`src/rtl/pipe_pkg.sv`:
```
// Shared tag constants, forwarding encodings and hazard FSM state for the
// five-stage core's hazard/forwarding controller.
package pipe_pkg;

  localparam int TAG_W = 4;

  localparam logic [TAG_W-1:0] TAG_R0   = 4'd0;
  localparam logic [TAG_W-1:0] TAG_R1   = 4'd1;
  localparam logic [TAG_W-1:0] TAG_R2   = 4'd2;
  localparam logic [TAG_W-1:0] TAG_R3   = 4'd3;
  localparam logic [TAG_W-1:0] TAG_R4   = 4'd4;
  localparam logic [TAG_W-1:0] TAG_R5   = 4'd5;
  localparam logic [TAG_W-1:0] TAG_R6   = 4'd6;
  localparam logic [TAG_W-1:0] TAG_R7   = 4'd7;
  localparam logic [TAG_W-1:0] TAG_SP   = 4'd8;
  localparam logic [TAG_W-1:0] TAG_IH   = 4'd9;
  localparam logic [TAG_W-1:0] TAG_T    = 4'd10;
  localparam logic [TAG_W-1:0] TAG_RA   = 4'd11;
  localparam logic [TAG_W-1:0] TAG_NONE = 4'hF;

  localparam logic [1:0] FWD_REG = 2'b00;
  localparam logic [1:0] FWD_EX  = 2'b01;
  localparam logic [1:0] FWD_MEM = 2'b10;
  localparam logic [1:0] FWD_WB  = 2'b11;

  typedef enum logic {RUN, LU_STALL} hz_state_e;

  typedef struct packed {
    logic [TAG_W-1:0] tag;
    logic             is_load;
  } slot_t;

endpackage

```
`src/rtl/fwd_select.sv`:
```
// Operand forwarding comparator: picks the newest in-flight producer of one
// source tag. An EX-stage load is skipped because its data is not ready yet.
module fwd_select
  import pipe_pkg::*;
(
  input  logic [TAG_W-1:0] src,
  input  logic [TAG_W-1:0] ex_tag,
  input  logic             ex_is_load,
  input  logic [TAG_W-1:0] mem_tag,
  input  logic [TAG_W-1:0] wb_tag,
  output logic [1:0]       sel
);

  always_comb begin
    // NOTE: default first so every path assigns sel and no latch is inferred.
    sel = FWD_REG;
    if (src != TAG_NONE) begin
      if (src == ex_tag && !ex_is_load) sel = FWD_EX;
      else if (src == mem_tag)          sel = FWD_MEM;
      else if (src == wb_tag)           sel = FWD_WB;
    end
  end

endmodule

```
`src/rtl/pipe_hazard_ctrl.sv`:
```
// Hazard, forwarding and stall/flush controller for the IF/ID/EX/MEM/WB core.
// Define HAZARD_PERF_EN to add stall/flush cycle counters.
module pipe_hazard_ctrl
  import pipe_pkg::*;
(
  input  logic             clk,
  input  logic             rst,
  input  logic             id_valid,
  input  logic [TAG_W-1:0] id_src_x,
  input  logic [TAG_W-1:0] id_src_y,
  input  logic [TAG_W-1:0] id_dst,
  input  logic             id_is_load,
  input  logic             ex_branch_taken,
  input  logic             mem_struct_conflict,
  output logic             stall_if,
  output logic             stall_id,
  output logic             flush_id,
  output logic             bubble_ex,
  output logic [1:0]       fwd_x_sel,
  output logic [1:0]       fwd_y_sel
`ifdef HAZARD_PERF_EN
  ,
  output logic [15:0]      perf_stall_cnt,
  output logic [15:0]      perf_flush_cnt
`endif
);

  slot_t            ex_q;
  slot_t            mem_q;
  logic [TAG_W-1:0] wb_tag_q;
  hz_state_e        state_q;

  logic       load_use;
  logic [1:0] sel_x;
  logic [1:0] sel_y;

  // Only one stall per load: after LU_STALL the load sits in MEM and forwards.
  assign load_use = (state_q == RUN) && ex_q.is_load && (ex_q.tag != TAG_NONE) &&
                    ((ex_q.tag == id_src_x) || (ex_q.tag == id_src_y));

  fwd_select u_fwd_x (
    .src        (id_src_x),
    .ex_tag     (ex_q.tag),
    .ex_is_load (ex_q.is_load),
    .mem_tag    (mem_q.tag),
    .wb_tag     (wb_tag_q),
    .sel        (sel_x)
  );

  fwd_select u_fwd_y (
    .src        (id_src_y),
    .ex_tag     (ex_q.tag),
    .ex_is_load (ex_q.is_load),
    .mem_tag    (mem_q.tag),
    .wb_tag     (wb_tag_q),
    .sel        (sel_y)
  );

  // Priority: taken branch, then load-use, then the shared-SRAM conflict.
  always_comb begin
    stall_if  = 1'b0;
    stall_id  = 1'b0;
    flush_id  = 1'b0;
    bubble_ex = 1'b0;
    fwd_x_sel = FWD_REG;
    fwd_y_sel = FWD_REG;
    if (rst) begin
      fwd_x_sel = sel_x;
      fwd_y_sel = sel_y;
      if (ex_branch_taken) begin
        flush_id  = 1'b1;
        bubble_ex = 1'b1;
      end else if (load_use) begin
        stall_if  = 1'b1;
        stall_id  = 1'b1;
        bubble_ex = 1'b1;
      end else if (mem_struct_conflict) begin
        stall_if  = 1'b1;
        flush_id  = 1'b1;
      end
    end
  end

  always_ff @(posedge clk or negedge rst) begin
    // NOTE: only control state lives here, so every register takes the async reset.
    if (!rst) begin
      ex_q     <= '{tag: TAG_NONE, is_load: 1'b0};
      mem_q    <= '{tag: TAG_NONE, is_load: 1'b0};
      wb_tag_q <= TAG_NONE;
      state_q  <= RUN;
    end else begin
      // NOTE: non-blocking so each slot samples its predecessor's old value.
      wb_tag_q <= mem_q.tag;
      mem_q    <= ex_q;
      if (bubble_ex || !id_valid) ex_q <= '{tag: TAG_NONE, is_load: 1'b0};
      else                        ex_q <= '{tag: id_dst, is_load: id_is_load};
      state_q <= (!ex_branch_taken && load_use) ? LU_STALL : RUN;
    end
  end

`ifdef HAZARD_PERF_EN
  always_ff @(posedge clk or negedge rst) begin
    if (!rst) begin
      perf_stall_cnt <= 16'd0;
      perf_flush_cnt <= 16'd0;
    end else begin
      perf_stall_cnt <= perf_stall_cnt + {15'd0, stall_id};
      perf_flush_cnt <= perf_flush_cnt + {15'd0, flush_id};
    end
  end
`endif

endmodule

```
`config.mk`:
```
export PLATFORM = sky130hd
export DESIGN_NAME = pipe_hazard_ctrl
export DESIGN_NICKNAME = d
export VERILOG_FILES = /design/src/rtl/pipe_pkg.sv /design/src/rtl/fwd_select.sv /design/src/rtl/pipe_hazard_ctrl.sv
export SDC_FILE = /design/constraint.sdc
export NUM_CORES = 1
export LEC_CHECK = 0
export BUFFER_PORTS_ARGS = -buffer_cell sky130_fd_sc_hd__buf_2
export CAP_MARGIN = 5
export CORE_MARGIN = 2
export CORE_UTILIZATION = 54
export CTS_CLUSTER_DIAMETER = 120
export DETAILED_ROUTE_END_ITERATION = 6
export PLACE_DENSITY = 0.82
export SYNTH_ARGS = -nofsm -noshare
export SYNTH_HDL_FRONTEND = slang
export SYNTH_SLANG_ARGS = --single-unit
export TNS_END_PERCENT = 50
```
`constraint.sdc`:
```
create_clock -name clk -period 2.96 [get_ports clk]
set_clock_uncertainty 0.15 [all_clocks]
set_input_delay 0 -clock clk [delete_from_list [all_inputs] [get_ports clk]]
set_output_delay 0 -clock clk [all_outputs]
set_load 0.01 [all_outputs]
```
==> flow_metrics.tcl <==
set metrics [dict create \
    status "finished, final reports clean" \
    area.growth.synth_to_final_pct 29.1 \
    htree_levels 1 \
    hpwl_mm 1.74 \
    grt_max_degree 19 \
    grt_setup_unrepaired "no" \
    ff2ff_setup_slack_ns 0.58 \
    initial_core_util_pct 59.4 \
    grt_use_met3_pct 2.38 \
    p_leak_uw 0.000522 \
    cts_made_buffers 3 \
    dieArea_sq_mm 0.00206 \
    worst_setup_path_start_kind "register" \
    setup_violations 0 \
    ant_nets 0 \
    ir_drop_mv 0.397 \
    synth_edf_count 0 \
    ioPinCount 26 \
    required_ns 2.98 \
    layout.nets 154 \
    synth_seq_cells 14 \
    synthTopCellsByArea "dfstp_2 (34%), xor2_1 (15%), xnor2_1 (7.6%), dfrtp_1 (5.4%), nand2b_1 (5.4%)" \
    path_class "reg -> reg" \
    routed_wl_mm 2.45 \
    synthFlopType "dfstp_2" \
    synth_top_area_share_pct 34.1 \
    wl_per_cell_um 16.3 \
    multi_input_area_sq_um 527 \
    layout-drive-gt1-share_pct 31.9 \
    dr.pass1.iters 4 \
    yosys.area.top_type "dfstp_2" \
    reg2reg_from "ex_q[3]" \
    fin_tns_setup_ns 0 \
    nFillCells 110 \
    yosysMostFrequentCell "xor2_1" \
    yosys_warnings 0 \
    clockRootBuffer "clkbuf_4" \
    routabilityCongestion 0.901 \
    critPathArrivalTime_ns 2.40 \
    busiest_layer "met2" \
    grt_overflow 0 \
    die_y_um 45.4 \
    final.setup.worst_slack_ns 0.581 \
    period_share_pct 80.4 \
    synth.yosys.seq_area_share_pct 39.5 \
    postCtsResizedCells 0 \
    tightest_slew_ns 0.513 \
    slew_headroom_pct 65.5 \
    syn_inst 98 \
    syn_nets 116 \
    core_sq_mm 0.00156 \
    synthTopCellsByCount "xor2_1 (16), dfstp_2 (12), nand2b_1 (8), nor2_1 (8), xnor2_1 (8)" \
    route.detailed.drc 0 \
    grt_usage_pct 26.5 \
    p_per_area_mw_per_mm2 447 \
    async_flop_share_pct 100 \
    fin_crit_ns 2.38 \
    drt_iter0_drc 22 \
    maxCapViolCount 0 \
    use_met2_pct 46.5 \
    critPathLaunch "ex_q[3]" \
    finalHoldViolCount 0 \
    tritoncts "built" \
    antenna_cells 0 \
    cts_setup_buffers 0 \
    vias 881 \
    avgSynthCellArea_sq_um 9.45 \
    netlist_area_sq_um 926 \
    crit_path_end_kind "register" \
    max_freq_ghz 0.420 \
    io_buffers 25 \
    clock-sinks 14 \
    grt_pass1_vias 860 \
    yosys.cell_types.count 24 \
    num_rows 14 \
    clk_pin_slew_worst_paths_ns 0.09 \
    grt_pass1_wl_mm 3.88 \
    regArea_sq_um 365 \
    clk_latency_ns 0.28 \
    slew_viol_final 0 \
    clockBufferDepth 2 \
    routed_via_density 5.83 \
    hold_path.class "in -> async" \
    post-place-ws_ns 1.19 \
    grt_use_met1_pct 35.0 \
    crit_path_max_fanout 7 \
    grt_antenna_before_repair 0 \
    fp.dieW_um 45.4 \
]
## flip-flops by register name (all words and copies together) (netlist names)
register and flops:
ex_q 5, mem_q 4, state_q 1, wb_tag_q 4
## layout make-up
class / count / share of cell area (%)
Clock buffer: 4 / 3.04
Inverter: 3 / 0.942
Multi-Input combinational cell: 78 / 44.1
Sequential cell: 14 / 30.6
Tap cell: 16 / 1.68
Timing Repair Buffer: 36 / 19.7
## logic make-up (layout without fill, tap and decap cells)
kind of cell | count (synthesis) | in the layout | share of synthesized area [%]
buffers and inverters | 6 | 43 | 3.65
xor gates and xnor gates | 24 | 24 | 22.7
DFF | 14 | 14 | 39.5
and+or+nand+nor | 40 | 40 | 24.3
AOI/OAI and AO/OA | 14 | 14 | 9.87
## critical path: stages, from the launching register on
cell           delay [ns]
dfstp_2              0.59
xnor2_1              0.15
and4_1               0.41
nor3_2               0.10
a311o_1              0.31
dlygate4sd3_1        0.55
## cells in the final DEF, fill, tap and decap left out, drive strengths merged
| cell | Yosys | routed |
|---|---|---|
| buf | 2 | 25 |
| xor2 | 16 | 16 |
| dfstp | 12 | 12 |
| dlygate4sd3 | 0 | 11 |
| xnor2 | 8 | 8 |
| nand2b | 8 | 8 |
| nor2 | 8 | 8 |
| o22ai | 6 | 6 |
| nand4 | 5 | 5 |
| nand2 | 5 | 5 |
| nor3 | 5 | 5 |
| nor4 | 4 | 4 |
| a21oi | 4 | 4 |
| clkbuf | 1 | 4 |
| inv | 3 | 3 |
| and4 | 2 | 2 |
| a211oi | 2 | 2 |
| dfrtp | 2 | 2 |
| and3b | 1 | 1 |
| o21ai | 1 | 1 |
| nor2b | 1 | 1 |
| a311o | 1 | 1 |
| nand3b | 1 | 1 |
## stage by stage
stage          hold WS (ns)  instances  total power (uW)  utilization (%)  area, sq um
2_1_floorplan        -0.446         98               333                -          926
3_3_place_gp         -0.223        136               371             67.3         1050
3_5_place_dp         -0.216        136               378             67.3         1050
4_1_cts              0.0189        151               531             76.6         1190
5_1_grt              0.0451        151               561             76.6         1190
6_report             0.0222        151               534             76.6         1190
## where the power goes
part | switching, uW | internal, uW
registers | 23.6 | 225
clock network | 66.3 | 74.8
logic | 75.4 | 69.2
## routing by layer
metal / share of wire, % / wire (um) / vias up
met5: 0 / 0 / -
met4: 0.90 / 22 / 0
met3: 5.1 / 126 / 4
met2: 52 / 1270 / 37
met1: 42 / 1030 / 419
li1: - / - / 421
## timing repair
action                                  4_1_cts  5_1_grt
endpoints found under the setup margin        0        0
hold buffers                                 11        0
endpoints found under the hold margin        20        0
## worst paths after layout
kind | to | depth (start not counted)
max reg2reg | ex_q[0] | 5
min reg2reg | wb_tag_q[0] | 0
max in group asynchronous | wb_tag_q[3] | 2
min in group clk | ex_q[2] | 4
max | ex_q[0] | 5
min | state_q | 2
Power figures use the tool's default switching activity.
